`src/rtl/or_evt_filter.sv`:
```
// Conditions the raw OR-gate output into a clean level plus rise events:
// synchroniser, debounce FSM, saturating rise counter and a valid/ready event report.
module or_evt_filter #(
  parameter int SYNC_STAGES = 2,
  parameter int DEBOUNCE    = 4,
  parameter int CNT_W       = 8
) (
  input  logic             clk,
  input  logic             rst_n,
  input  logic             or_in,
  input  logic             clr,
  output logic             level,
  output logic             rise_pulse,
  output logic [CNT_W-1:0] evt_count,
  output logic             sat,
  output logic             evt_valid,
  input  logic             evt_ready,
  output logic [CNT_W-1:0] evt_data,
  output logic             drop
);

  localparam int              DCW     = $clog2(DEBOUNCE + 1);
  localparam logic [DCW-1:0]  DB_LAST = DCW'(DEBOUNCE - 1);
  localparam logic [CNT_W-1:0] CNT_MAX = '1;

  typedef enum logic [1:0] {IDLE_LO, QUAL_HI, IDLE_HI, QUAL_LO} state_t;

  logic [SYNC_STAGES-1:0] sync_q, sync_d;
  state_t                 state_q, state_d;
  logic [DCW-1:0]         dbc_q, dbc_d;
  logic                   level_q, level_d;
  logic                   rise_pulse_q, rise_pulse_d;
  logic [CNT_W-1:0]       evt_count_q, evt_count_d;
  logic                   sat_q, sat_d;
  logic                   evt_valid_q, evt_valid_d;
  logic [CNT_W-1:0]       evt_data_q, evt_data_d;
  logic                   drop_q, drop_d;

  logic                   s;
  logic                   commit_rise;
  logic                   commit_fall;
  logic                   xfer;
  logic [CNT_W-1:0]       count_base;

  assign sync_d = {sync_q[SYNC_STAGES-2:0], or_in};
  assign s      = sync_q[SYNC_STAGES-1];

  always_comb begin
    state_d     = state_q;
    dbc_d       = dbc_q;
    commit_rise = 1'b0;
    commit_fall = 1'b0;
    case (state_q)
      IDLE_LO: begin
        if (s) begin
          if (DEBOUNCE == 1) begin
            commit_rise = 1'b1;
            state_d     = IDLE_HI;
            dbc_d       = '0;
          end else begin
            state_d = QUAL_HI;
            dbc_d   = DCW'(1);
          end
        end
      end
      QUAL_HI: begin
        if (!s) begin
          state_d = IDLE_LO;
          dbc_d   = '0;
        end else if (dbc_q == DB_LAST) begin
          commit_rise = 1'b1;
          state_d     = IDLE_HI;
          dbc_d       = '0;
        end else begin
          dbc_d = dbc_q + 1'b1;
        end
      end
      IDLE_HI: begin
        if (!s) begin
          if (DEBOUNCE == 1) begin
            commit_fall = 1'b1;
            state_d     = IDLE_LO;
            dbc_d       = '0;
          end else begin
            state_d = QUAL_LO;
            dbc_d   = DCW'(1);
          end
        end
      end
      QUAL_LO: begin
        if (s) begin
          state_d = IDLE_HI;
          dbc_d   = '0;
        end else if (dbc_q == DB_LAST) begin
          commit_fall = 1'b1;
          state_d     = IDLE_LO;
          dbc_d       = '0;
        end else begin
          dbc_d = dbc_q + 1'b1;
        end
      end
      default: begin
        state_d = IDLE_LO;
        dbc_d   = '0;
      end
    endcase
  end

  // clr is applied before the increment so clr + rise yields a count of one.
  always_comb begin
    level_d      = level_q;
    rise_pulse_d = commit_rise;
    count_base   = clr ? '0 : evt_count_q;
    evt_count_d  = count_base;
    xfer         = evt_valid_q && evt_ready;
    evt_valid_d  = evt_valid_q;
    evt_data_d   = evt_data_q;

    if (commit_rise) begin
      level_d = 1'b1;
    end else if (commit_fall) begin
      level_d = 1'b0;
    end

    if (commit_rise && (count_base != CNT_MAX)) begin
      evt_count_d = count_base + 1'b1;
    end

    sat_d  = (clr ? 1'b0 : sat_q) | (commit_rise && (evt_count_d == CNT_MAX));
    drop_d = (clr ? 1'b0 : drop_q) | (commit_rise && evt_valid_q && !evt_ready);

    if (commit_rise && (!evt_valid_q || xfer)) begin
      evt_valid_d = 1'b1;
      evt_data_d  = evt_count_d;
    end else if (xfer) begin
      evt_valid_d = 1'b0;
    end
  end

  always_ff @(posedge clk) begin
    if (!rst_n) begin
      sync_q       <= '0;
      state_q      <= IDLE_LO;
      dbc_q        <= '0;
      level_q      <= 1'b0;
      rise_pulse_q <= 1'b0;
      evt_count_q  <= '0;
      sat_q        <= 1'b0;
      evt_valid_q  <= 1'b0;
      evt_data_q   <= '0;
      drop_q       <= 1'b0;
    end else begin
      sync_q       <= sync_d;
      state_q      <= state_d;
      dbc_q        <= dbc_d;
      level_q      <= level_d;
      rise_pulse_q <= rise_pulse_d;
      evt_count_q  <= evt_count_d;
      sat_q        <= sat_d;
      evt_valid_q  <= evt_valid_d;
      evt_data_q   <= evt_data_d;
      drop_q       <= drop_d;
    end
  end

  assign level      = level_q;
  assign rise_pulse = rise_pulse_q;
  assign evt_count  = evt_count_q;
  assign sat        = sat_q;
  assign evt_valid  = evt_valid_q;
  assign evt_data   = evt_data_q;
  assign drop       = drop_q;

endmodule
```
`config.mk`:
```
export PLATFORM = sky130hd
export DESIGN_NAME = or_evt_filter
export DESIGN_NICKNAME = d
export VERILOG_FILES = /design/src/rtl/or_evt_filter.sv
export SDC_FILE = /design/constraint.sdc
export NUM_CORES = 1
export LEC_CHECK = 0
export BUFFER_PORTS_ARGS = -buffer_cell sky130_fd_sc_hd__buf_2
export CAP_MARGIN = 20
export CORE_MARGIN = 2
export CORE_UTILIZATION = 57
export CTS_CLUSTER_SIZE = 40
export DETAILED_ROUTE_END_ITERATION = 7
export GPL_TIMING_DRIVEN = 0
export HOLD_SLACK_MARGIN = 0.08
export PLACE_DENSITY = 0.8
export SYNTH_ARGS = -nofsm -noshare
export SYNTH_HDL_FRONTEND = slang
export SYNTH_SLANG_ARGS = --single-unit
export TNS_END_PERCENT = 5
```
`constraint.sdc`:
```
create_clock -name clk -period 5.12 [get_ports clk]
set_input_delay 0.512 -clock clk [delete_from_list [all_inputs] [get_ports clk]]
set_output_delay 0.512 -clock clk [all_outputs]
set_load 0.005 [all_outputs]
```
==> results.md <==
- WL per Instance: 14.4 µm
- Finished Layout Cells: 203
- Crit share post-route: 47.5%
- Placed Cells: 200
- GP Congestion: 0.856
- Crit start category: input port
- CTS tree: yes
- Clock Latency Late Sink: 0.33 ns
- Synth unique cells: 46
- First-pass GRT wire length: 4820 µm
- Post-synth EDFFs: 0
- Total gr overflow: 0
- Synth Instances: 147
- PortBufs: 25
- Post-CTS Setup Bufs: 0
- Minimum clock period: 2.43 ns
- Setup-failing EPs final: 0
- Layout area overhead: 13.9%
- LEAKAGE: 0.636 nW
- Vias in the first global route: 1029
- Initial drt markers: 27
- TritonCTS Sinks: 28
- R2r setup slk: about 2.7 ns
- Largest net degree at the start of global routing: 15
- Maxcap violations: 0
- Arr. time, crit path: 2.68 ns
- Die area: around 2700 µm²
- Least-Margin Pin Slew: 0.467 ns
- Synth Area per Inst: 8.91 µm²
- Slew headroom: between 60% and 70%
- RSZ-0062 raised after global routing: no
- Register area share after synthesis: 42.8%
- Clk root buf: clkbuf_4
- Post-DRT Antenna Nets: 0
- CTS resizes: 0
- Hpwl dp: 2170 µm
- FMAX: 411 MHz
- Syn_nets: 154
- Hold Buf Count CTS: 0
- Util after Layout: 68.1%
- Share of layout cells above drive strength 1: 25.1%
- Status: complete, no violations
- Die W: ~52 µm
- Yosys top cell area share: between 40 and 50%
- Worst setup path category: input port to register
- # fillers: ~190
- Die Ht: just over 50 µm
- Num CTS Buffers: 3
- Total negative setup slack: 0 ns
- Core area: 2190 µm²
- Top cell type by total area after synthesis: dfxtp_1
- Router iterations before antenna repair: 4
- Initial antenna violation count: 0
- Top-level I/O count: 26
- Top area cells in the synthesized netlist: dfxtp_1 43%, nor2_1 6.0%, a21oi_1 3.8%
- Routed wire length: 2930 µm
- Layout Nets: 184
- Multi-input gate area: 713 µm²
- Worst Path Required: 5.37 ns
- PwrDens: 217 nW/µm²
- Synth async-reset ratio: 0%
- Worst VDD drop: 0.196 mV
- Synth Register Bits: 28
- Layout Skew: ~0.013 ns
- Syn Std Cell Area: 1310 µm²
- Register area: 561 µm²
- Vias per inst: around 5.7
- Initial Utilization: 59.8%
- Post-route DRC: 0
- Worst Setup End Kind: register
- Final hold vios: 0
- # diodes: 0
- Tot GR Track Use: 24.2%
- Clock buffer depth: 2
- Dominant synthesized flop cell: dfxtp_1
- Worst-path clk slew: 0.14 ns
- Worst Hold Class: input port to register
- Max-slew violation count: 0
- Vias: 1149
- Synth warnings: 0
- CP Max Fanout: 10
- Std-Cell Rows: 17
- H-tree depth reported by CTS: 1
critical path: stages:
cell	delay, ns
buf_2	0.11
clkbuf_2	0.18
nor2b_1	0.24
ha_1	0.24
and4b_2	0.30
nand4_1	0.21
and2_4	0.22
mux2_1	0.37
a41oi_1	0.23
nor2_1	0.06
cell type report:
class / instances / share of cell area [%]
Buffer: 5 / 1.42
Clock buffer: 3 / 1.51
Inverter: 4 / 1.01
Multi-Input combinational cell: 110 / 47.8
Sequential cell: 28 / 37.6
Tap cell: 28 / 2.35
Timing Repair Buffer: 25 / 8.38
power by group:
group          total, mW  internal [mW]  leakage [nW]  switching, mW
Combinational     0.0133        0.00542         0.396        0.00790
Sequential         0.222          0.220         0.226        0.00164
Clock             0.0896         0.0277        0.0138         0.0619
worst paths after layout:
check                     from        end  cells past startpoint
setup reg to reg  evt_count[0]        sat                      8
hold / removal           or_in  sync_q[0]                      2
hold reg to reg      sync_q[0]  sync_q[1]                      1
setup / recovery           clr        sat                     10
Yosys cell counts, types with 4 or more instances:
master / count
dfxtp_1: 28
nor3_1: 4
a21oi_1: 10
inv_1: 4
nand2_1: 10
and2_1: 8
mux2i_1: 4
nor2_1: 21
sequential cells by signal, indices dropped and copies added (netlist names), named ones only:
| name | cells |
|---|---|
| dbc_q | 3 |
| level | 1 |
| evt_valid | 1 |
| evt_data | 8 |
| state_q | 1 |
| drop | 1 |
| sat | 1 |
| evt_count | 8 |
| rise_pulse | 1 |
| sync_q | 2 |
metal layers:
metal,global-route usage [%],routed length (µm)
met1,32.7,1420
met2,38.4,1320
met3,3.74,140
met4,9.65,53
met5,0,0
cells in the final DEF, fill, tap and decap left out, types with 2 or more instances in the layout:
| cell type | netlist | layout |
|---|---|---|
| and2_1 | 8 | 8 |
| o21ai_0 | 3 | 3 |
| clkbuf_4 | 0 | 3 |
| nand4b_1 | 2 | 2 |
| mux2i_1 | 4 | 4 |
| nor3_1 | 4 | 4 |
| ha_1 | 2 | 2 |
| dfxtp_1 | 28 | 28 |
| nor4_2 | 2 | 2 |
| nor2b_1 | 3 | 3 |
| inv_1 | 4 | 4 |
| nor2_1 | 21 | 21 |
| clkbuf_1 | 3 | 3 |
| and2b_2 | 2 | 2 |
| nand4_1 | 3 | 3 |
| nand2_1 | 10 | 10 |
| nand3_1 | 2 | 2 |
| and3_1 | 3 | 3 |
| buf_2 | 0 | 25 |
| a41oi_1 | 2 | 2 |
| clkbuf_2 | 2 | 2 |
| nand2b_1 | 3 | 3 |
| a21oi_1 | 10 | 10 |
| xor2_1 | 2 | 2 |
cells by family (layout without fill, tap and decap cells):
kind of cell,after synthesis,in the layout,share of synthesized area (%)
fa+ha+maj,2,2,1.91
mux,5,5,3.92
compound gates,25,25,13.2
xor+xnor,3,3,2.01
buf+inv,9,37,2.77
simple gates,75,75,33.4
flops,28,28,42.8
metrics by stage:
stage	total power [mW]	setup slack (ns)	area (µm²)	hold slack [ns]
after detailed placement	0.239	2.39	1470	0.420
after global placement	0.239	2.47	1470	0.418
final	0.325	2.69	1490	0.382
after CTS	0.324	2.73	1490	0.384
after global routing	0.333	2.57	1490	0.390
after floorplan	0.234	2.78	1310	0.412
Power figures use the tool's default switching activity.
